<file path="src/rtl/bpu_pkg.sv">
// bpu_pkg: shared branch-predictor types, widths and history helper
package bpu_pkg;

    localparam int BPU_ADDR_W = 6;
    localparam int BPU_HIST_W = 4;

    typedef struct packed {
        logic [BPU_ADDR_W-1:0] addr;
        logic [BPU_HIST_W-1:0] bhr;
        logic                  pred_direct;
    } bpu_entry_t;

    function automatic logic [BPU_HIST_W-1:0] bpu_shift_hist(input logic [BPU_HIST_W-1:0] bhr, input logic dir);
        return {bhr[BPU_HIST_W-2:0], dir};
    endfunction

endpackage

</file>
<file path="src/rtl/bht_update_gen_if.sv">
// bht_update_gen_if: prediction push, execute resolve and BHT update bundle
interface bht_update_gen_if #(
    parameter int DEPTH  = 8,
    parameter int ADDR_W = 6,
    parameter int HIST_W = 4
);
    localparam int CW = $clog2(DEPTH) + 1;

    logic              stallreq;
    logic              pred_valid;
    logic [ADDR_W-1:0] pred_addr;
    logic [HIST_W-1:0] pred_bhr;
    logic              pred_direct;
    logic              pred_ready;
    logic              ex_valid;
    logic              ex_real_direct;
    logic              update_valid;
    logic [ADDR_W-1:0] update_addr;
    logic [HIST_W-1:0] update_bhr;
    logic              real_direct;
    logic              pred_true;
    logic              pred_flag;
    logic              flush_req;
    logic              underflow;
    logic [CW-1:0]     count;
    logic [15:0]       stat_total;
    logic [15:0]       stat_miss;

    modport master (
        output stallreq, pred_valid, pred_addr, pred_bhr, pred_direct, ex_valid, ex_real_direct,
        input  pred_ready, update_valid, update_addr, update_bhr, real_direct, pred_true, pred_flag,
               flush_req, underflow, count, stat_total, stat_miss
    );

    modport slave (
        input  stallreq, pred_valid, pred_addr, pred_bhr, pred_direct, ex_valid, ex_real_direct,
        output pred_ready, update_valid, update_addr, update_bhr, real_direct, pred_true, pred_flag,
               flush_req, underflow, count, stat_total, stat_miss
    );

endinterface

</file>
<file path="src/rtl/bpu_queue_mem.sv">
// bpu_queue_mem: prediction queue storage, one write port and a combinational head read
module bpu_queue_mem import bpu_pkg::*; #(
    parameter int  DEPTH = 8,
    localparam int PW    = $clog2(DEPTH)
) (
    input  logic          clk,
    input  logic          we_i,
    input  logic [PW-1:0] wr_ptr_i,
    input  bpu_entry_t    wdata_i,
    input  logic [PW-1:0] rd_ptr_i,
    output bpu_entry_t    rdata_o
);

    bpu_entry_t mem_q [DEPTH];

    always_ff @(posedge clk)
        if (we_i) mem_q[wr_ptr_i] <= wdata_i;

    assign rdata_o = mem_q[rd_ptr_i];

endmodule

</file>
<file path="src/rtl/bht_update_gen.sv">
// bht_update_gen: in-order prediction queue driving BHT/PHT updates; BHT_UPD_STATS_EN adds saturating stat counters
module bht_update_gen import bpu_pkg::*; #(
    parameter int DEPTH  = 8,
    parameter int ADDR_W = BPU_ADDR_W,
    parameter int HIST_W = BPU_HIST_W
) (
    input logic              clk,
    input logic              rst,
    bht_update_gen_if.slave  bus_io
);

    localparam int PW = $clog2(DEPTH);
    localparam int CW = PW + 1;

    logic [PW-1:0]     wr_ptr_q, wr_ptr_d, rd_ptr_q, rd_ptr_d;
    logic [CW-1:0]     count_q, count_d;
    logic              ready, push, pop, miss, under;
    bpu_entry_t        wr_entry, head;
    logic              update_valid_q, real_direct_q, pred_true_q, pred_flag_q, flush_req_q, underflow_q;
    logic [ADDR_W-1:0] update_addr_q;
    logic [HIST_W-1:0] update_bhr_q;

    assign ready    = count_q != CW'(DEPTH);
    assign push     = bus_io.pred_valid && ready && !bus_io.stallreq;
    assign pop      = bus_io.ex_valid && count_q != '0 && !bus_io.stallreq;
    assign miss     = pop && head.pred_direct != bus_io.ex_real_direct;
    assign under    = bus_io.ex_valid && count_q == '0 && !bus_io.stallreq;
    assign wr_entry = '{addr: bus_io.pred_addr, bhr: bus_io.pred_bhr, pred_direct: bus_io.pred_direct};

    // a push racing a mispredict is wrong-path, so it is neither stored nor counted
    bpu_queue_mem #(.DEPTH(DEPTH)) u_mem (
        .clk      (clk),
        .we_i     (push && !miss),
        .wr_ptr_i (wr_ptr_q),
        .wdata_i  (wr_entry),
        .rd_ptr_i (rd_ptr_q),
        .rdata_o  (head)
    );

    always_comb begin
        wr_ptr_d = wr_ptr_q + PW'(push && !miss);
        rd_ptr_d = miss ? wr_ptr_q : rd_ptr_q + PW'(pop);
        count_d  = miss ? '0 : count_q + CW'(push) - CW'(pop);
    end

    always_ff @(posedge clk) begin
        if (rst) begin
            wr_ptr_q       <= '0;
            rd_ptr_q       <= '0;
            count_q        <= '0;
            update_valid_q <= 1'b0;
            update_addr_q  <= '0;
            update_bhr_q   <= '0;
            real_direct_q  <= 1'b0;
            pred_true_q    <= 1'b0;
            pred_flag_q    <= 1'b0;
            flush_req_q    <= 1'b0;
            underflow_q    <= 1'b0;
        end else if (!bus_io.stallreq) begin
            wr_ptr_q       <= wr_ptr_d;
            rd_ptr_q       <= rd_ptr_d;
            count_q        <= count_d;
            update_valid_q <= pop;
            pred_true_q    <= pop && !miss;
            pred_flag_q    <= miss;
            flush_req_q    <= miss;
            underflow_q    <= under;
            if (pop) begin
                update_addr_q <= head.addr;
                update_bhr_q  <= bpu_shift_hist(head.bhr, bus_io.ex_real_direct);
                real_direct_q <= bus_io.ex_real_direct;
            end
        end
    end

`ifdef BHT_UPD_STATS_EN
    logic [15:0] stat_total_q, stat_miss_q;

    always_ff @(posedge clk) begin
        if (rst) begin
            stat_total_q <= '0;
            stat_miss_q  <= '0;
        end else if (!bus_io.stallreq) begin
            if (pop && stat_total_q != 16'hFFFF) stat_total_q <= stat_total_q + 16'd1;
            if (miss && stat_miss_q != 16'hFFFF) stat_miss_q <= stat_miss_q + 16'd1;
        end
    end

    assign bus_io.stat_total = stat_total_q;
    assign bus_io.stat_miss  = stat_miss_q;
`else
    assign bus_io.stat_total = '0;
    assign bus_io.stat_miss  = '0;
`endif

    assign bus_io.pred_ready   = ready;
    assign bus_io.count        = count_q;
    assign bus_io.update_valid = update_valid_q;
    assign bus_io.update_addr  = update_addr_q;
    assign bus_io.update_bhr   = update_bhr_q;
    assign bus_io.real_direct  = real_direct_q;
    assign bus_io.pred_true    = pred_true_q;
    assign bus_io.pred_flag    = pred_flag_q;
    assign bus_io.flush_req    = flush_req_q;
    assign bus_io.underflow    = underflow_q;

endmodule

</file>
<file path="src/flat_wrapper.sv">
// flat-port wrapper written by rule: the top's interface ports become plain ports
module bht_update_gen_flat import bpu_pkg::*;
#(
    parameter int DEPTH  = 8,
    parameter int ADDR_W = BPU_ADDR_W,
    parameter int HIST_W = BPU_HIST_W
)
  (clk, rst, bus_io_stallreq, bus_io_pred_valid, bus_io_pred_addr, bus_io_pred_bhr, bus_io_pred_direct, bus_io_ex_valid, bus_io_ex_real_direct, bus_io_pred_ready, bus_io_update_valid, bus_io_update_addr, bus_io_update_bhr, bus_io_real_direct, bus_io_pred_true, bus_io_pred_flag, bus_io_flush_req, bus_io_underflow, bus_io_count, bus_io_stat_total, bus_io_stat_miss);
  bht_update_gen_if #(.DEPTH(DEPTH), .ADDR_W(ADDR_W), .HIST_W(HIST_W)) bus_io_i ();
  input logic clk;
  input logic rst;
  input wire logic [$bits(bus_io_i.stallreq)-1:0] bus_io_stallreq;
  input wire logic [$bits(bus_io_i.pred_valid)-1:0] bus_io_pred_valid;
  input wire logic [$bits(bus_io_i.pred_addr)-1:0] bus_io_pred_addr;
  input wire logic [$bits(bus_io_i.pred_bhr)-1:0] bus_io_pred_bhr;
  input wire logic [$bits(bus_io_i.pred_direct)-1:0] bus_io_pred_direct;
  input wire logic [$bits(bus_io_i.ex_valid)-1:0] bus_io_ex_valid;
  input wire logic [$bits(bus_io_i.ex_real_direct)-1:0] bus_io_ex_real_direct;
  output wire logic [$bits(bus_io_i.pred_ready)-1:0] bus_io_pred_ready;
  output wire logic [$bits(bus_io_i.update_valid)-1:0] bus_io_update_valid;
  output wire logic [$bits(bus_io_i.update_addr)-1:0] bus_io_update_addr;
  output wire logic [$bits(bus_io_i.update_bhr)-1:0] bus_io_update_bhr;
  output wire logic [$bits(bus_io_i.real_direct)-1:0] bus_io_real_direct;
  output wire logic [$bits(bus_io_i.pred_true)-1:0] bus_io_pred_true;
  output wire logic [$bits(bus_io_i.pred_flag)-1:0] bus_io_pred_flag;
  output wire logic [$bits(bus_io_i.flush_req)-1:0] bus_io_flush_req;
  output wire logic [$bits(bus_io_i.underflow)-1:0] bus_io_underflow;
  output wire logic [$bits(bus_io_i.count)-1:0] bus_io_count;
  output wire logic [$bits(bus_io_i.stat_total)-1:0] bus_io_stat_total;
  output wire logic [$bits(bus_io_i.stat_miss)-1:0] bus_io_stat_miss;
  assign bus_io_i.stallreq = bus_io_stallreq;
  assign bus_io_i.pred_valid = bus_io_pred_valid;
  assign bus_io_i.pred_addr = bus_io_pred_addr;
  assign bus_io_i.pred_bhr = bus_io_pred_bhr;
  assign bus_io_i.pred_direct = bus_io_pred_direct;
  assign bus_io_i.ex_valid = bus_io_ex_valid;
  assign bus_io_i.ex_real_direct = bus_io_ex_real_direct;
  assign bus_io_pred_ready = bus_io_i.pred_ready;
  assign bus_io_update_valid = bus_io_i.update_valid;
  assign bus_io_update_addr = bus_io_i.update_addr;
  assign bus_io_update_bhr = bus_io_i.update_bhr;
  assign bus_io_real_direct = bus_io_i.real_direct;
  assign bus_io_pred_true = bus_io_i.pred_true;
  assign bus_io_pred_flag = bus_io_i.pred_flag;
  assign bus_io_flush_req = bus_io_i.flush_req;
  assign bus_io_underflow = bus_io_i.underflow;
  assign bus_io_count = bus_io_i.count;
  assign bus_io_stat_total = bus_io_i.stat_total;
  assign bus_io_stat_miss = bus_io_i.stat_miss;
  bht_update_gen #(.DEPTH(DEPTH), .ADDR_W(ADDR_W), .HIST_W(HIST_W)) u_core (.clk(clk), .rst(rst), .bus_io(bus_io_i));
endmodule
</file>
<file path="config.mk">
export PLATFORM = sky130hd
export DESIGN_NAME = bht_update_gen_flat
export DESIGN_NICKNAME = d
export VERILOG_FILES = /design/src/rtl/bpu_pkg.sv /design/src/rtl/bht_update_gen_if.sv /design/src/rtl/bpu_queue_mem.sv /design/src/rtl/bht_update_gen.sv /design/src/flat_wrapper.sv
export SDC_FILE = /design/constraint.sdc
export NUM_CORES = 1
export LEC_CHECK = 0
export BUFFER_PORTS_ARGS = -buffer_cell sky130_fd_sc_hd__buf_2
export CAP_MARGIN = 20
export CORE_MARGIN = 5
export CORE_UTILIZATION = 40
export CTS_BUF_LIST = sky130_fd_sc_hd__clkbuf_8
export DETAILED_ROUTE_END_ITERATION = 7
export PLACE_DENSITY = 0.59
export SYNTH_ARGS = -nofsm -noshare
export SYNTH_HDL_FRONTEND = slang
export SYNTH_SLANG_ARGS = --single-unit
</file>
<file path="constraint.sdc">
create_clock -name clk -period 4.1 [get_ports clk]
set_clock_uncertainty 0.2 [all_clocks]
set_input_delay 1.23 -clock clk [delete_from_list [all_inputs] [get_ports clk]]
set_output_delay 1.23 -clock clk [all_outputs]
set_load 0.005 [all_outputs]
</file>
### Word-level counts from Yosys, hierarchy flattened

Memory sizes are Yosys's and may differ from the RTL's. A register that Yosys moved wholly into a read port is not among the register bits.
Cells that the tools add are included.

| word-level totals | value |
|---|---|
| logic and storage cells | 38 |
| RAM bits | 88 |
| register bits | 25 |
| memories | 1 |

| operators by class | value |
|---|---|
| equal/unequal tests | 2 |
| multiplexer cells | 6 |
| reductions and logical operators | 14 |
| $add $sub $neg | 4 |
| bitwise gates (word level) | 1 |

Memories:

| memory | words | width | rd ports | clocked after Yosys merged registers in | wr ports | line | source |
|---|---|---|---|---|---|---|---|
| u_core.u_mem.mem_q | 8 | 11 | 1 | 1 | 1 | bpu_queue_mem.sv:14 | `bpu_entry_t mem_q [DEPTH];` |

Operators by type and width:

| cell | count |
|---|---|
| logical AND 1 bit | 9 |
| 2-to-1 mux 3 bit | 3 |
| adder 3 x 1 -> 3 bit | 2 |
| adder 4 x 1 -> 4 bit | 1 |
| logical NOT 4 bit | 1 |
| 2-to-1 mux 4 bit | 1 |
| inequality test 4 bit (second input constant) | 1 |
| nonzero test 4 bit | 1 |
| subtractor 4 x 1 -> 4 bit | 1 |
| logical NOT 1 bit | 2 |
| 2-to-1 mux 1 bit | 2 |
| AND reduction 2 bit | 1 |
| inequality test 1 bit | 1 |
| NOT 1 bit | 1 |

### Longest topological paths before layout

| logic depth | value |
|---|---|
| depth after elaboration | 8 |
| depth in mapped cells | 14 |

### Modules after synthesis

Synthesis repeated with hierarchy kept, for this count alone.

| second synthesis, totals | value |
|---|---|
| cells, all modules | 294 |
| area total of the unflattened synthesis | 4860.9 um^2 |

Modules (own cells, without submodules):

| module | times used | seq. area each (um^2) | cells an instance | area an instance (um^2) |
|---|---|---|---|---|
| bpu_queue_mem | 1 | 2642.5 | 139 | 3437.0 |
| bht_update_gen | 1 | 480.5 | 155 | 1423.9 |

### Worst setup path after synthesis

No wires, ideal clock.

| timing path | value |
|---|---|
| path kind | input to register |
| start point | input bus_io_stallreq |
| end point | register u_core.count_q[2] (netlist: u_core.bus_io.count[2]) |
| data required time | 3772 ps |
| arrival time | 3226 ps |
| buffers on the path | 1 |
| path slack | 546 ps |
| library setup time | 128 ps |
| stages | 11 |
| cell sequence | or3b_1 inv_1 clkbuf_1 ha_1 inv_1 ha_1 fa_1 xnor2_1 nor2_1 a32oi_1 nor2_1 |

RTL lines:

| item | line | source |
|---|---|---|
| start: declaration | flat_wrapper.sv:12 | `input wire logic [$bits(bus_io_i.stallreq)-1:0] bus_io_stallreq;` |
| logical NOT 1 bit (*) | bht_update_gen.sv:25 | `assign pop = bus_io.ex_valid && count_q != '0 && !bus_io.stallreq;` |
| logical AND 1 bit (*) | bht_update_gen.sv:25 |  |
| via u_core.pop | bht_update_gen.sv:17 | `logic ready, push, pop, miss, under;` |
| subtractor 4 x 1 -> 4 bit or logical AND 1 bit (tied branches) | bht_update_gen.sv:43, bht_update_gen.sv:26 |  |
| 2-to-1 mux 4 bit (*) | bht_update_gen.sv:43 | `count_d = miss ? '0 : count_q + CW'(push) - CW'(pop);` |
| end signal: assignment | bht_update_gen.sv:62 | `count_q <= count_d;` |
| end: declaration | bht_update_gen.sv:16 | `logic [CW-1:0] count_q, count_d;` |

The timed path passes the listed nets; every way through them passes the cells marked *.
A chain may end at the register's enable or synchronous reset.

### Final worst setup path

| timing path | value |
|---|---|
| start point | input bus_io_stallreq |
| end point | register u_core.wr_ptr_q[2] |

| between the ends | value |
|---|---|
| longest elaborated chain between the ends | 6 |

Ends and longest elaborated chain:

| item | line | source |
|---|---|---|
| logical NOT 1 bit | bht_update_gen.sv:24, bht_update_gen.sv:25 |  |
| logical AND 1 bit | bht_update_gen.sv:25 |  |
| logical AND 1 bit | bht_update_gen.sv:26 | `assign miss = pop && head.pred_direct != bus_io.ex_real_direct;` |
| logical NOT 1 bit | bht_update_gen.sv:41 | `wr_ptr_d = wr_ptr_q + PW'(push && !miss);` |
| logical AND 1 bit | bht_update_gen.sv:41 |  |
| adder 3 x 1 -> 3 bit | bht_update_gen.sv:41 |  |
| end signal: assignment | bht_update_gen.sv:60 | `wr_ptr_q <= wr_ptr_d;` |
| end: declaration | bht_update_gen.sv:15 | `logic [PW-1:0] wr_ptr_q, wr_ptr_d, rd_ptr_q, rd_ptr_d;` |

Several ways; a longest one is shown, not always the timed one.

==> summary.md <==
| Metric | Value |
|---|---|
| Run status | `finished clean` |
| Setup violators final | `0` |
| Met2 GRT Util | `20.51%` |
| Die Footprint | `approximately 14000 um^2` |
| Fin nets | `374` |
| Vias/cell | `4.980` |
| Worst setup path category | `primary input to flip-flop` |
| Gate Count Post-Synth | `a little over 300` |
| Detailed Route Iter0 Violations | `116` |
| Total area of sequential cells | `around 2900 um^2` |
| Cell leakage power | `around 1.8 nW` |
| Met3 track utilization from global routing | `approximately 4.6%` |
| Final period demand of the worst path | `~3400 ps` |
| Share of the core filled with cells in the final layout | `between 40% and 50%` |
| Wire length of the first global-routing pass | `13490 um` |
| Final HPWL from detailed placement | `5747 um` |
| Maximum clock path buffer count | `2` |
| Residual DRC count | `0` |
| Clock tree from TritonCTS | `done` |
| Origin of the worst setup path | `bus_io_stallreq` |
| Met1 routing resource usage after global routing | `between 10% and 20%` |
| Source of the worst hold timing path | `u_core.bus_io.pred_true` |
| Total count of hold-check failures in the final report | `0` |
| Width of the die | `around 120 um` |
| Per-instance average area after synthesis | `between 15 and 20 um^2` |
| Clock insertion delay at the later pin of the skew report | `roughly 370 ps` |
| Die height | `117.6 um` |
| Arrival time of the worst setup path | `approximately 3500 ps` |
| Number of max-slew violations in the final report | `0` |
| Clock Root Buffer | `sky130_fd_sc_hd__clkbuf_8` |
| Crit path capture type | `flip-flop` |
| Max Clk Rate | `a little under 300 MHz` |
| Most Crowded Layer GR | `met2` |
| Count of state elements after synthesis | `107` |
| Post CTS Setup Buffer Count | `0` |
| Starting utilization of the core area | `40.73%` |
| Cts repair resizes | `0` |
| Routed WL | `~8500 um` |
| Core footprint | `between 10000 and 15000 um^2` |
| Post-route clock period utilization | `82.90%` |
| Share of the yosys chip area belonging to registers | `63.55%` |
| Reg-to-reg startpoint | `u_core.bus_io.count[2]` |
| Worst-Margin Slew | `approximately 720 ps` |
| Number of global-route vias before repair | `roughly 2500` |
| Max capacitance violation total | `0` |
| Count of warnings emitted by yosys | `0` |
| Total global routing track utilization | `12.56%` |
| Number of buffers added by the clock tree synthesis step | `9` |
| Synth-to-layout area growth | `9.997%` |
| Top fanout value on the critical path | `7` |
| Fraction of final layout cells sized beyond drive strength 1 | `between 20 and 30%` |
| Site Rows | `39` |
| RSZ-0062 raised after global routing | `no` |
| Clock-pin transition on the worst setup and hold timing paths | `100 ps` |
| Initial antenna violation count | `0` |
| Via count | `roughly 2500` |
| Remaining number of nets flagged by the antenna check after routing | `0` |
| Type of the tightest min-delay check | `flip-flop to flip-flop` |
| Global-route congestion overflow total | `0` |
| Power per unit of standard cell area | `around 460 nW/um^2` |
| Peak supply drop | `between 200 and 300 uV` |
| Distinct cell type count of the synthesized netlist | `45` |
| Boundary pin count | `70` |
| Drt wl/cell | `~17 um` |
| Number of detailed-route iterations in the first pass | `6` |
| Hold buffers post-CTS | `0` |
| Combined area of the multi-input logic cells | `1484 um^2` |
| Setup total negative slack | `0 ps` |
| Critical Path RT | `approximately 4200 ps` |
| Buffers on Ports | `36` |
| Ant diodes | `0` |
| Max_slew headroom | `just over 50%` |
| Deepest level of the CTS H-tree | `3` |
| Pin count of the biggest net entering global routing | `28` |
| Gp weighted congestion | `slightly above 0.7` |
| Syn Std Cell Area | `4631 um^2` |
| Filler cell count | `1019` |
| Type of element launching the critical path | `primary input` |
| Number of clock sinks seen by CTS | `between 100 and 150` |
[worst max-delay path, cell delays in order]
cell and delay, ps:
sky130_fd_sc_hd__buf_2 110, sky130_fd_sc_hd__or3b_1 430, sky130_fd_sc_hd__or4_1 540, sky130_fd_sc_hd__nand2_1 370, sky130_fd_sc_hd__nor2_1 90, sky130_fd_sc_hd__ha_1 200
sky130_fd_sc_hd__ha_1 160, sky130_fd_sc_hd__nor2b_1 130, sky130_fd_sc_hd__xnor2_1 130, sky130_fd_sc_hd__nor2_1 50
[cell type report]
class	count	area share [%]
clock buffers	9	2.432
clock inverters	7	1.179
inverters	9	0.6632
multi-input cells	171	29.13
flip-flops and latches	107	57.77
well taps	143	3.513
repair buffers	48	5.306
[registers in the layout, indices dropped and copies added, names as in the netlist, named ones only]
| signal | cells |
|---|---|
| u_core.bus_io.flush_req | 1 |
| u_core.wr_ptr_q | 3 |
| u_core.bus_io.update_addr | 6 |
| u_core.u_mem.mem_q | 80 |
| u_core.bus_io.update_bhr | 4 |
| u_core.bus_io.underflow | 1 |
| u_core.bus_io.count | 4 |
| u_core.bus_io.pred_true | 1 |
| u_core.rd_ptr_q | 3 |
| u_core.bus_io.update_valid | 1 |
[stage by stage]
step	power [mW]	worst slack (ps)	hold WS [ps]	instance area (um^2)	instances
global placement	1.759	334.8	255.4	4910	478
detailed placement	1.775	293.8	257.4	4910	478
CTS	2.383	711.5	273.0	5094	494
floorplan	1.645	546.4	261.8	4747	335
global route	2.490	567.0	292.5	5094	494
finish	2.344	701.0	271.3	5094	494
[path summary, 6_finish.rpt]
check | endpoint | slack, ps | cells past startpoint
max | u_core.wr_ptr_q[2] | 700 | 10
min | u_core.bus_io.pred_true | 270 | 2
max reg2reg | u_core.wr_ptr_q[2] | 850 | 12
min reg2reg | u_core.bus_io.pred_true | 270 | 2
[cell usage in the layout, fill, tap and decap left out, drive strengths merged, types with 2 or more instances in the layout]
cell type	n
nand3	2
edfxtp	80
a2111oi	2
ha	10
clkbuf	9
inv	12
clkinv	2
mux4	18
dfxtp	27
a211oi	9
o211ai	2
nand4b	3
a21oi	10
and4	2
or3b	2
nand2b	3
buf	48
nand2	11
nor2b	4
nor4	6
mux2	2
conb	32
xnor2	2
nor2	22
mux2i	14
clkinvlp	2
nor3b	2
[where the power goes]
part           switching, mW  leakage, nW  internal (mW)
clock network          0.370       0.0897          0.231
registers             0.0502        0.942           1.23
logic                  0.246        0.773          0.215
[kinds of logic (layout without fill, tap and decap cells)]
kind of cell,after synthesis,count (layout),synth area share [%]
AOI/OAI and AO/OA,29,29,4.593
xor gates and xnor gates,3,3,0.5675
adders and majority gates,11,11,3.134
buffers and inverters,57,73,8.106
DFF,107,107,63.55
muxes,34,34,12.83
other,1,32,0.08098
and+or+nand+nor,62,62,7.134
[cells in the mapped netlist (all sizes together)]
| cell type | n | area (um^2) |
|---|---|---|
| and2 | 1 | 8.760 |
| clkbuf | 6 | 22.52 |
| ha | 10 | 125.1 |
| a211oi | 9 | 67.56 |
| edfxtp | 80 | 2402 |
| fa | 1 | 20.02 |
| or3 | 1 | 6.260 |
| a21oi | 10 | 50.05 |
| nor2b | 4 | 25.02 |
| nor4 | 6 | 37.54 |
| nor3b | 2 | 15.01 |
| buf | 42 | 319.1 |
| mux2i | 14 | 140.1 |
| inv | 9 | 33.78 |
| nand3 | 2 | 10.01 |
| o211ai | 2 | 20.02 |
| or3b | 2 | 17.52 |
| xnor2 | 2 | 17.52 |
| dfxtp | 27 | 540.5 |
| or4 | 1 | 7.510 |
| and4 | 2 | 17.52 |
| mux2 | 2 | 22.52 |
| mux4 | 18 | 431.7 |
| nand4b | 3 | 26.28 |
| nand2b | 3 | 18.77 |
| a22o | 1 | 8.760 |
| nand2 | 11 | 41.29 |
| a21o | 1 | 7.510 |
| a2111oi | 2 | 30.03 |
| nand3b | 1 | 7.510 |
| o21ai | 1 | 5.000 |
| nor4b | 1 | 8.760 |
| conb | 1 | 3.750 |
| o22ai | 1 | 6.260 |
| a32oi | 1 | 8.760 |
| xor2 | 1 | 8.760 |
| o221ai | 1 | 8.760 |
| nor2 | 22 | 82.58 |
[metal layers]
layer / share of wire, % / routed length [um]
met1: 44 / 3710
met2: 48 / 4107
met3: 6.7 / 571
met4: 1.1 / 90
met5: 0 / 0
No activity file was read; power rests on OpenSTA's default activity.
